$ cat config.mk
export PLATFORM = sky130hd
export DESIGN_NAME = cdc_change_writer
export DESIGN_NICKNAME = d
export VERILOG_FILES = /design/src/rtl/cdc_pkg.sv /design/src/rtl/cdc_holdoff_timer.sv /design/src/rtl/cdc_change_writer.sv
export SDC_FILE = /design/constraint.sdc
export NUM_CORES = 1
export LEC_CHECK = 0
export BUFFER_PORTS_ARGS = -buffer_cell sky130_fd_sc_hd__clkbuf_2
export CAP_MARGIN = 20
export CORE_UTILIZATION = 30
export DETAILED_ROUTE_END_ITERATION = 7
export HOLD_SLACK_MARGIN = 0.08
export PLACE_DENSITY = 0.59
export SETUP_SLACK_MARGIN = 0.1
export SYNTH_ARGS = -nofsm -noshare
export SYNTH_HDL_FRONTEND = slang
export SYNTH_SLANG_ARGS = --single-unit
$ cat constraint.sdc
create_clock -name i_clk -period 3.71 [get_ports i_clk]
set_input_delay 0.5565 -clock i_clk [delete_from_list [all_inputs] [get_ports i_clk]]
set_output_delay 0.5565 -clock i_clk [all_outputs]
set_load 0.05 [all_outputs]
$ cat src/rtl/cdc_pkg.sv
// rtl/cdc_pkg.sv - shared types and constants for the CDC snapshot writer
package cdc_pkg;

  typedef logic [0:0] state_t;
  localparam state_t IDLE    = 1'b0;
  localparam state_t HOLDOFF = 1'b1;

  typedef logic [3:0] gap_t;

  localparam int WRITE_COUNT_W = 16;
  // Ring depth of the snapshot buffer; min_gap must keep writes well behind a lap.
  localparam int RING_DEPTH    = 32;

endpackage

$ cat src/rtl/cdc_holdoff_timer.sv
// rtl/cdc_holdoff_timer.sv - loadable down-counter that flags expiry at zero
module cdc_holdoff_timer
  import cdc_pkg::*;
(
  input  logic i_clk,
  input  logic i_rst_n,
  input  logic i_load,
  input  gap_t i_value,
  output logic o_expired
);

  gap_t r_count;

  always_ff @(posedge i_clk or negedge i_rst_n) begin
    if (!i_rst_n) begin
      r_count <= '0;
    end else if (i_load) begin
      r_count <= i_value;
    end else if (r_count != '0) begin
      r_count <= r_count - 1'b1;
    end
  end

  assign o_expired = (r_count == '0);

endmodule

$ cat src/rtl/cdc_change_writer.sv
// rtl/cdc_change_writer.sv - change/force/refresh driven writer for the gray-pointer snapshot buffer
module cdc_change_writer
  import cdc_pkg::*;
#(
  parameter int data_width     = 32,
  parameter int min_gap        = 4,
  parameter int refresh_period = 1024
) (
  input  logic                     i_clk,
  input  logic                     i_reset_n,
  input  logic                     i_enable,
  input  logic [data_width-1:0]    i_value_in,
  input  logic                     i_force,
  output logic                     o_wr,
  output logic [data_width-1:0]    o_wr_data,
  output logic                     o_pending,
  output logic [WRITE_COUNT_W-1:0] o_write_count
);

  if (min_gap < 1 || min_gap > RING_DEPTH / 2) begin : g_bad_min_gap
    $error("cdc_change_writer: min_gap out of range 1..16");
  end

  localparam int RW = (refresh_period > 1) ? $clog2(refresh_period) : 1;
  localparam logic [RW-1:0] REFRESH_MAX = RW'((refresh_period > 0) ? refresh_period - 1 : 0);
  localparam bit HAS_REFRESH = (refresh_period > 0);
  localparam bit HAS_HOLDOFF = (min_gap > 1);
  // HOLDOFF lasts min_gap-1 cycles; the timer exits when it reads zero, hence min_gap-2.
  localparam gap_t GAP_LOAD = gap_t'((min_gap > 1) ? min_gap - 2 : 0);

  state_t                r_state;
  logic [data_width-1:0] r_last_written;
  logic                  r_initialised;
  logic                  r_pending_flag;
  logic [RW-1:0]         r_refresh_cnt;

  logic w_refresh_due;
  logic w_dirty;
  logic w_do_write;
  logic w_owed;
  logic w_gap_expired;

  assign w_refresh_due = HAS_REFRESH && (r_refresh_cnt == REFRESH_MAX);
  assign w_dirty       = !r_initialised || (i_value_in != r_last_written) || i_force
                         || w_refresh_due || r_pending_flag;
  assign w_do_write    = (r_state == IDLE) && i_enable && w_dirty;
  assign w_owed        = w_dirty && ((r_state == HOLDOFF) || !i_enable);

  cdc_holdoff_timer u_gap_timer (
    .i_clk     (i_clk),
    .i_rst_n   (i_reset_n),
    .i_load    (w_do_write && HAS_HOLDOFF),
    .i_value   (GAP_LOAD),
    .o_expired (w_gap_expired)
  );

  always_ff @(posedge i_clk or negedge i_reset_n) begin
    if (!i_reset_n) begin
      r_state        <= IDLE;
      r_last_written <= '0;
      r_initialised  <= 1'b0;
      r_pending_flag <= 1'b0;
      r_refresh_cnt  <= '0;
      o_wr           <= 1'b0;
      o_wr_data      <= '0;
      o_pending      <= 1'b0;
      o_write_count  <= '0;
    end else begin
      o_wr <= w_do_write;
      if (w_do_write) begin
        o_wr_data      <= i_value_in;
        r_last_written <= i_value_in;
        r_initialised  <= 1'b1;
        r_pending_flag <= 1'b0;
        r_refresh_cnt  <= '0;
        o_pending      <= 1'b0;
        o_write_count  <= o_write_count + 1'b1;
        r_state        <= HAS_HOLDOFF ? HOLDOFF : IDLE;
      end else begin
        if (w_owed) begin
          r_pending_flag <= 1'b1;
        end
        o_pending <= r_pending_flag || w_owed;
        // Refresh counter saturates at its due value and holds while disabled.
        if (i_enable && !w_refresh_due) begin
          r_refresh_cnt <= r_refresh_cnt + 1'b1;
        end
        if ((r_state == HOLDOFF) && w_gap_expired) begin
          r_state <= IDLE;
        end
      end
    end
  end

endmodule
==> flow_summary.ini <==
[clock_tree]
cts_tree = yes
clk_path_buf_depth = 2
cts_made_buffers = 9
cts.repair_timing.setup_buffer_count = 0
cts_resized = 0
cts-htree-levels = 3
hold_bufs_at_cts = 0
clock-sinks = 67
clockRootBuffer = sky130_fd_sc_hd__clkbuf_8
clk_pin_slew_worst_paths_ns = 0.09
worst_skew_pair.late_latency_ns = 0.36

[logic_synthesis]
synth_area_leaders = sky130_fd_sc_hd__dfrtp_1 (50%), sky130_fd_sc_hd__mux2_4 (13%), sky130_fd_sc_hd__xnor2_1 (7.3%), sky130_fd_sc_hd__xor2_1 (7.0%), sky130_fd_sc_hd__nand4_1 (1.9%)
number_of_enable_flip_flop_cells_after_synthesis = 0
synth_top_area_share_pct = 50.0
synthesis.area_um2 = 3360
syn_nets = 309
synth_area_per_cell_um2 = 12.4
dominantRegCellSynth = sky130_fd_sc_hd__dfrtp_1
postSynthRegisterBits = 67
ys_seq_area_share_pct = 50.0
netlist_instances = 270
async_reset_ff_share_pct = 100
yosysWarnings = 0
unique_cell_type_count_in_the_yosys_netlist = 37
synthDominantAreaCellType = sky130_fd_sc_hd__dfrtp_1

[floorplanning]
floorplan.io_pins = 86
initial_utilization_pct = 30.8
die_width_um = 108
floorplan.die_area_um2 = 11600
num_rows = 38
core_region_area_um2 = 10900
die_h_um = 108

[power_and_ir_drop]
total_leakage_power_nw = 1.90
totalPowerFinal_mw = 3.68
max_vdd_drop_v = 0.000466
power.density_cell_area_nw_per_um2 = 900

[critical_path]
setup.worst_path.class = reg2reg
crit-reg2reg-capture = r_last_written[10]$_DFFE_PN0P_
timing.critical_path.slowest_cell_delay_ns = 0.52
largest_fanout_of_any_net_on_the_critical_path = 20
timing.critical_path.required_ns = 3.94
cp_cell_sequence = ha_1 > nand3_1 > or4_1 > and2_1 > a31oi_4 > buf_4 > mux2_4
setup.worst_path.start_class = flip-flop
crit-reg2reg-launch = r_refresh_cnt[0]$_DFFE_PN0P_
worstRegToRegCells = 7
worst_path_max_delay_cell = sky130_fd_sc_hd__or4_1
end_kind = flip-flop
arrival_ns = 2.86
timing.critical_path.from = r_refresh_cnt[0]$_DFFE_PN0P_
r2r_setup_slack_ns = 1.08

[route]
routedWlPerCell_um = 14.8
detail_route.iter0.violations = 98
drc_errors = 0
antenna_left = 0
vias = 2324
detail_route.first_pass.iterations = 5
drt-total-wl_mm = 7.48
routed_via_density = 4.58

[placed_design]
placed_cells_incl_taps = 491
io_buffers = 85
finalWeightedCongestion = 0.741
dp_hpwl_mm = 5.46
place_area_um2 = 3920

[hold_path]
hp-class = in2async

[cells_and_area]
area_growth_syn_to_layout_pct = 22.0
finish.cell_count_without_fillers = 507
final_area_um2 = 4090
nets = 401
antenna_diode_count = 0
final_layout_size_suffix_gt1_share_pct = 38.4

[timing]
highest_clock_frequency_the_design_can_meet_mhz = 381
hold_viol = 0
whs_ns = 0.386
worst-slew-pin-transition_ns = 0.875
min_period_over_period_pct = 70.8
final.min_clock_period_ns = 2.63
totalNegativeSetupSlack_ns = 0
final-max-slew-violation-count = 0
setup-violations-final = 0
rsz0062_at_grt = no
finalClockSkew_ns = 0.0176
timing.max_slew.rel_slack_pct = 41.7

[global_route]
grt_first_pass_wirelength_mm = 12.0
pin_count_of_the_biggest_net_entering_global_routing = 68
globalRouteOverflowTotal = 0
number_of_global_route_vias_before_repair = 2391
grt_use_total_pct = 13.8
grt_antenna_before_repair = 0

[flow_run]
timing.max_cap.violations = 0

[outcome]
run_status = finished clean
==> sequential cells by signal, summed over array words and instances, names as in the netlist <==
name,cells
o_pending,1
o_wr,1
o_write_count,16
r_initialised,1
r_last_written,32
r_pending_flag,1
r_refresh_cnt,10
r_state,1
u_gap_timer.r_count,4
==> per-stage QoR <==
stage / util [%] / worst slack (ns)
after floorplan: - / 1.25
after global placement: 36.0 / 1.04
after detailed placement: 36.0 / 1.01
after CTS: 37.6 / 1.08
after global routing: 37.6 / 0.968
final: 37.6 / 1.08
==> report_power, final <==
part	leakage (nW)	internal [mW]	switching, mW	total (mW)
Sequential	0.830	0.986	0.257	1.24
Clock	0.0928	0.258	0.293	0.550
Combinational	0.982	0.642	1.25	1.89
Total	1.90	1.89	1.80	3.68
==> synth_stat cells (all sizes together) (2+ instances only) <==
cell	n
dfrtp	67
mux2	33
xnor2	28
xor2	27
nor2	14
nand3	11
nand4	10
nor4	8
inv	7
nand2	7
nor3	7
buf	6
or4	6
a21oi	5
and3	5
and2	4
clkbuf	3
ha	3
or3	3
and4	2
o21ai	2
==> routing by layer <==
layer	track usage (%)	vias up	part of all wire (%)
met5	0	-	0
met4	5.28	0	1.4
met3	3.69	13	4.4
met2	20.7	61	45
met1	18.8	1125	49
li1	-	1125	-
==> worst max path at each step <==
stage,endpoint,depth (start not counted)
2_1_floorplan,r_last_written[10]$_DFFE_PN0P_,6
3_3_place_gp,r_last_written[24]$_DFFE_PN0P_,7
3_5_place_dp,r_last_written[13]$_DFFE_PN0P_,7
4_1_cts,r_last_written[22]$_DFFE_PN0P_,7
5_1_grt,r_last_written[22]$_DFFE_PN0P_,7
6_report,r_last_written[10]$_DFFE_PN0P_,7
==> cell families (layout without fill, tap and decap cells) <==
logic type               after synthesis  in the layout  synth area share, %
adder cells (fa/ha/maj)                3              3                 1.12
multiplexers                          33             33                 14.2
buffers and inverters                 16            113                 2.91
AO/OA/AOI/OAI                         10             10                 2.13
AND/OR/NAND/NOR                       86             86                 15.3
flip-flops                            67             67                 50.0
XOR/XNOR                              55             55                 14.4
==> worst max-delay path, delay by kind of cell, from the launching register on <==
family                     cells  cell delay (ns)
muxes                          1             0.33
and+or+nand+nor                3             0.89
AOI/OAI and AO/OA              1             0.25
adders and majority gates      1             0.19
buffers and inverters          1             0.39
DFF                            1             0.43
==> cell usage in the layout, fill, tap and decap left out, drive strengths merged, types with 8 or more instances in the layout <==
cell type / instances
mux2: 33
clkbuf: 95
nor2: 14
dfrtp: 67
xor2: 27
nor4: 8
nand4: 10
xnor2: 28
nand3: 11
==> area by class of cell <==
type	count	area (µm²)
clock buffers	11	141
clock inverters	5	28.8
fillers	1070	6800
inverters	7	26.3
multi-input cells	187	1580
flip-flops and latches	67	1680
well taps	140	175
repair buffers	90	463
(Power assumes the default switching activity.)
